<file path="src/rtl/maze_irs_link.sv">
// Pipelined inter-router link: DEPTH skid-buffered stages between two mesh nodes,
// flushed while the destination is power-gated. Define IRS_LINK_STAT_EN for drop_cnt/occ.
module maze_irs_link #(
   parameter int DEPTH  = 2,
   parameter int ID_W   = 6,
   parameter int QOS_W  = 1,
   parameter int TYPE_W = 2,
   parameter int DATA_W = 64,
   parameter logic [ID_W-1:0] DST_ID = '0
) (
   input  logic              clk,
   input  logic              rst_n,
   input  logic              pg_en,
   input  logic [ID_W-1:0]   pg_node,
   input  logic              in_vld,
   output logic              in_rdy,
   input  logic [QOS_W-1:0]  in_qos,
   input  logic [TYPE_W-1:0] in_type,
   input  logic [ID_W-1:0]   in_src,
   input  logic [ID_W-1:0]   in_tgt,
   input  logic [DATA_W-1:0] in_data,
`ifdef IRS_LINK_STAT_EN
   output logic [15:0]       drop_cnt,
   output logic [3:0]        occ,
`endif
   output logic              out_vld,
   input  logic              out_rdy,
   output logic [QOS_W-1:0]  out_qos,
   output logic [TYPE_W-1:0] out_type,
   output logic [ID_W-1:0]   out_src,
   output logic [ID_W-1:0]   out_tgt,
   output logic [DATA_W-1:0] out_data
);
   localparam int FW = QOS_W + TYPE_W + 2*ID_W + DATA_W;

   if (DEPTH < 1 || DEPTH > 8) begin : g_bad_depth
      $error("maze_irs_link: DEPTH must be in 1..8");
   end

   logic          gated;
   logic [FW-1:0] in_flit;
   logic          stg_vld  [DEPTH];
   logic          stg_rdy  [DEPTH];
   logic [FW-1:0] stg_flit [DEPTH];

   assign gated   = pg_en && (pg_node == DST_ID);
   assign in_flit = {in_qos, in_type, in_src, in_tgt, in_data};

   for (genvar gi = 0; gi < DEPTH; gi++) begin : g_stage
      logic          up_vld, dn_rdy, push, pop;
      logic [FW-1:0] up_flit;
      logic          main_vld_q, main_vld_d, skid_vld_q, skid_vld_d, rdy_q;
      logic [FW-1:0] main_q, main_d, skid_q, skid_d;

      if (gi == 0) begin : g_head
         assign up_vld  = in_vld;
         assign up_flit = in_flit;
      end else begin : g_body
         assign up_vld  = stg_vld[gi-1];
         assign up_flit = stg_flit[gi-1];
      end
      if (gi == DEPTH-1) begin : g_tail
         assign dn_rdy = out_rdy;
      end else begin : g_inner
         assign dn_rdy = stg_rdy[gi+1];
      end

      assign push = up_vld && rdy_q;
      assign pop  = main_vld_q && dn_rdy;

      always_comb begin
         main_vld_d = main_vld_q;
         skid_vld_d = skid_vld_q;
         main_d     = main_q;
         skid_d     = skid_q;
         if (gated) begin
            main_vld_d = 1'b0;
            skid_vld_d = 1'b0;
         end else if (!main_vld_q || pop) begin
            if (skid_vld_q) begin
               main_d     = skid_q;
               main_vld_d = 1'b1;
               skid_vld_d = push;
               if (push) skid_d = up_flit;
            end else begin
               main_vld_d = push;
               if (push) main_d = up_flit;
            end
         end else if (push) begin
            skid_vld_d = 1'b1;
            skid_d     = up_flit;
         end
      end

      // rdy tracks the skid occupancy being written, so a full skid is never overrun
      always_ff @(posedge clk) begin
         if (!rst_n) begin
            main_vld_q <= 1'b0;
            skid_vld_q <= 1'b0;
            rdy_q      <= 1'b1;
            main_q     <= '0;
            skid_q     <= '0;
         end else begin
            main_vld_q <= main_vld_d;
            skid_vld_q <= skid_vld_d;
            rdy_q      <= !skid_vld_d;
            main_q     <= main_d;
            skid_q     <= skid_d;
         end
      end

      assign stg_vld[gi]  = main_vld_q;
      assign stg_rdy[gi]  = rdy_q;
      assign stg_flit[gi] = main_q;
   end

   assign out_vld = stg_vld[DEPTH-1] && !gated;
   assign in_rdy  = stg_rdy[0] || gated;
   assign {out_qos, out_type, out_src, out_tgt, out_data} = stg_flit[DEPTH-1];

`ifdef IRS_LINK_STAT_EN
   logic [4:0]  cnt_q, cnt_d;
   logic [15:0] drop_q, drop_d;
   logic [16:0] drop_sum;

   assign drop_sum = {1'b0, drop_q} + 17'(cnt_q) + 17'(in_vld);

   always_comb begin
      cnt_d  = cnt_q + 5'(in_vld && stg_rdy[0]) - 5'(stg_vld[DEPTH-1] && out_rdy);
      drop_d = drop_q;
      if (gated) begin
         cnt_d  = '0;
         drop_d = drop_sum[16] ? 16'hFFFF : drop_sum[15:0];
      end
   end

   always_ff @(posedge clk) begin
      if (!rst_n) begin
         cnt_q  <= '0;
         drop_q <= '0;
      end else begin
         cnt_q  <= cnt_d;
         drop_q <= drop_d;
      end
   end

   // DEPTH=8 can hold 16 flits; the 4-bit view pins at 15
   assign occ      = (cnt_q > 5'd15) ? 4'hF : cnt_q[3:0];
   assign drop_cnt = drop_q;
`endif
endmodule
</file>
<file path="config.mk">
export PLATFORM = sky130hd
export DESIGN_NAME = maze_irs_link
export DESIGN_NICKNAME = d
export VERILOG_FILES = /design/src/rtl/maze_irs_link.sv
export SDC_FILE = /design/constraint.sdc
export NUM_CORES = 1
export LEC_CHECK = 0
export CORE_MARGIN = 4
export CORE_UTILIZATION = 28
export CTS_CLUSTER_DIAMETER = 40
export DETAILED_ROUTE_END_ITERATION = 6
export HOLD_SLACK_MARGIN = 0.05
export PLACE_DENSITY_LB_ADDON = 0.25
export SETUP_SLACK_MARGIN = 0.5
export SKIP_CTS_REPAIR_TIMING = 1
export SLEW_MARGIN = 10
export SYNTH_ARGS = -nofsm -noshare
export SYNTH_HDL_FRONTEND = slang
export SYNTH_SLANG_ARGS = --single-unit
</file>
<file path="constraint.sdc">
create_clock -name clk -period 2.98 [get_ports clk]
set_input_delay 0.447 -clock clk [delete_from_list [all_inputs] [get_ports clk]]
set_output_delay 0.447 -clock clk [all_outputs]
set_load 0.05 [all_outputs]
</file>
==> qor.csv <==
stage,metric,value,unit
worst_setup_path,top fanout value on the critical path,4,
synth,Post-Synthesis Cell Area,0.0142,sq mm
route,DR vias,10400,
worst_setup_path,FF-to-FF setup slack,0.96,ns
floorplan,height of the die,233,um
clock_tree,clock root buffer,clkbuf_16,
route,first-iteration detailed-routing DRC count,433,
route,number of nets with antenna violations after detailed routing,0,
final_layout,layout cell share with drive strength beyond 1,18.0,%
global_routing,overall track demand over capacity in global routing,12.7,%
outcome,outcome,"complete, no violations",
worst_setup_path,Critical Setup Path Class,input pin to output port,
floorplan,number of placement rows,82,
floorplan,number of top-level pins,171,
route,routed length per instance,14.6,um
route,Pre-Repair DR Iteration Count,4,
timing,Peak Freq,426,MHz
floorplan,core region area,0.0501,sq mm
clock_tree,insertion delay of the later-clocked pin in the worst-skew pair,0.60,ns
global_routing,initial antenna violation count,0,
global_routing,vias in the first global route,10700,
timing,"Worst Setup Slack, final",0.634,ns
global_routing,overflow left after global routing,0,
floorplan,Die Wd,233,um
clock_tree,total CTS buffers,61,
synth,cells taking the most area after synthesis,"dfxtp_1 (46%), mux2i_1 (22%), nand2_1 (15%)",
clock_tree,clock-pin transition on the worst setup and hold timing paths,0.05,ns
worst_setup_path,buffers plus inverters on the worst setup path,3,
worst_setup_path,cell class contributing the biggest share of worst-path delay,buffers and inverters,
clock_tree,Max clock buf depth,3,
synth,synthesized area per cell,9.48,sq um
timing,post-route minimum period,2.35,ns
global_routing,maximum number of pins on one net before global-route repair,102,
pwr,Power Dens Cells,660,mW/mm^2
pwr,static leakage,7.82,nW
timing,count of pins over their slew limit,0,
worst_setup_path,crit-path max cell delay,0.41,ns
timing,crit share post-route,78.7,%
timing,worst setup skew after layout,0.0201,ns
placement,pre-CTS setup slack,0.418,ns
timing,Worst Max-Slew Pin Slew,0.816,ns
synth,distinct cell type count after synthesis,26,
timing,setup TNS,0,ns
final_layout,most frequent cells in the layout,"nand2_1 (555), dfxtp_1 (320), mux2i_1 (316)",
clock_tree,clock tree from TritonCTS,done,
final_layout,number of diodes added for antenna fixing,0,
synth,number of synthesized register bits,322,
global_routing,wire length of the first global-routing pass,56000,um
final_layout,number of nets in the final layout,1725,
final_layout,Area Overhead vs Synth,32.3,%
placement,number of I/O port buffers,170,
synth,Post-Synthesis Net Count,1583,
pwr,Worst VDD drop,0.000378,V
route,detailed-route wire length,34500,um
worst_setup_path,category of the worst setup path capture point,output port,
timing,RSZ-0062 raised after global routing,no,
synth,Yosys top cell by area,dfxtp_1,
worst_setup_path,required arrival time at the worst endpoint,2.53,ns
run,number of violations of the max-capacitance limit,0,
worst_setup_path,slowest stage cell on the critical path,clkdlybuf4s50_1,
timing,number of setup violations in the final report,0,
floorplan,full die area,0.0542,sq mm
timing,final-report hold violation count,0,
synth,proportion of synthesized chip area in sequential cells,45.5,%
clock_tree,CTS Sinks,322,
worst_setup_path,ordered cell list for the critical path,clkdlybuf4s50_1 > nor4b_1 > buf_4 > nand2_1 > and2_1 > buf_4,
route,DRC Markers,0,
synth,Gate Count Post-Synth,1493,
route,via-per-instance ratio,4.42,
synth,area share of the leading cell type in the synthesized netlist,45.5,%
placement,global placer's final weighted congestion,0.705,
worst_setup_path,type of origin of the critical path,input pin,
clock_tree,deepest level of the CTS H-tree,2,
synth,Yosys warning count,0,
timing,Max-slew headroom,45.6,%
final_layout,"leading cell type in the layout, fill and taps excluded",nand2_1,
worst_setup_path,most used cell along the critical path,buf_4,
placement,DP HPWL,21300,um
floorplan,starting utilization of the core area,28.3,%
pwr,Pwr Total,12.4,mW
hold_path,min-delay worst type,input pin to flop,
worst_setup_path,crit path DAT,1.90,ns
## per-stage QoR
stage | hold slack [ns] | instances | util (%) | instance area [sq um]
final | 0.288 | 2359 | 37.4 | 18700
after global routing | 0.300 | 2359 | 37.4 | 18700
after CTS | 0.238 | 2359 | 37.4 | 18700
after detailed placement | 0.443 | 2244 | 33.2 | 16600
after global placement | 0.438 | 2244 | 33.2 | 16600
after floorplan | 0.431 | 1493 | - | 14200
## cells by family (layout without fill, tap and decap cells)
group,after synthesis,count (layout),synth area share (%)
buffers and inverters,116,310,3.57
adder cells (fa/ha/maj),1,1,0.0707
AO/OA/AOI/OAI,11,11,0.557
multiplexers,474,474,34.9
flip-flops,322,322,45.5
AND/OR/NAND/NOR,569,569,15.3
## layer usage
layer | vias up | routed length (um) | GRT usage, %
li1 | 5284 | - | -
met1 | 4929 | 16400 | 16.7
met2 | 173 | 15800 | 20.6
met3 | 49 | 1620 | 2.96
met4 | 0 | 702 | 4.18
met5 | - | 0 | 0
## worst reg2reg max path: cells and delay by family (launching register included)
family / cells / cell delay, ns
compound gates: 1 / 0.51
simple gates: 1 / 0.45
flops: 1 / 0.33
buf+inv: 1 / 0.33
mux: 1 / 0.31
## area by class of cell
class,instances,area [sq um]
Tap cell,672,841
Multi-Input combinational cell,1055,7250
Clock inverter,46,502
Sequential cell,322,6450
Clock buffer,69,1610
Fill cell,5112,31300
Timing Repair Buffer,195,2060
## worst paths after layout
| path | end | cells past startpoint | startpoint |
|---|---|---|---|
| setup / recovery | out_vld | 6 | pg_node[2] |
| hold / removal | g_stage[0].dn_rdy | 2 | rst_n |
| setup reg to reg | g_stage[0].skid_q[56] | 4 | g_stage[0].main_vld_q |
| hold reg to reg | g_stage[0].skid_q[14] | 2 | g_stage[0].skid_q[14] |
## cells in the mapped netlist
cell type    n
and2_1       3
a211o_1      1
nor2b_1      3
o21ai_0      2
nor4b_1      1
o221ai_1     1
a21o_1       1
nor3_1       2
nand2b_1     1
nor2_1       1
or4b_1       1
mux2_2     158
buf_4        3
clkbuf_1    81
o311a_1      1
or3_1        1
a21oi_1      3
mux2i_1    316
o221a_1      1
buf_6        3
dfxtp_1    322
a211oi_1     1
nand2_1    555
nand3_1      1
buf_2       29
maj3_1       1
## power breakdown
part,switching (mW),internal [mW]
combinational,0.501,0.421
clock,2.56,4.41
sequential,0.0501,4.42
## registers in the layout (all words and copies together) (netlist names)
| register | count |
|---|---|
| g_stage.main_vld_q | 2 |
| g_stage.skid_q | 158 |
| g_stage.dn_rdy | 1 |
| g_stage.rdy_q | 1 |
| g_stage.main_q | 158 |
| g_stage.skid_vld_q | 2 |
No activity file was read; power rests on OpenSTA's default activity.
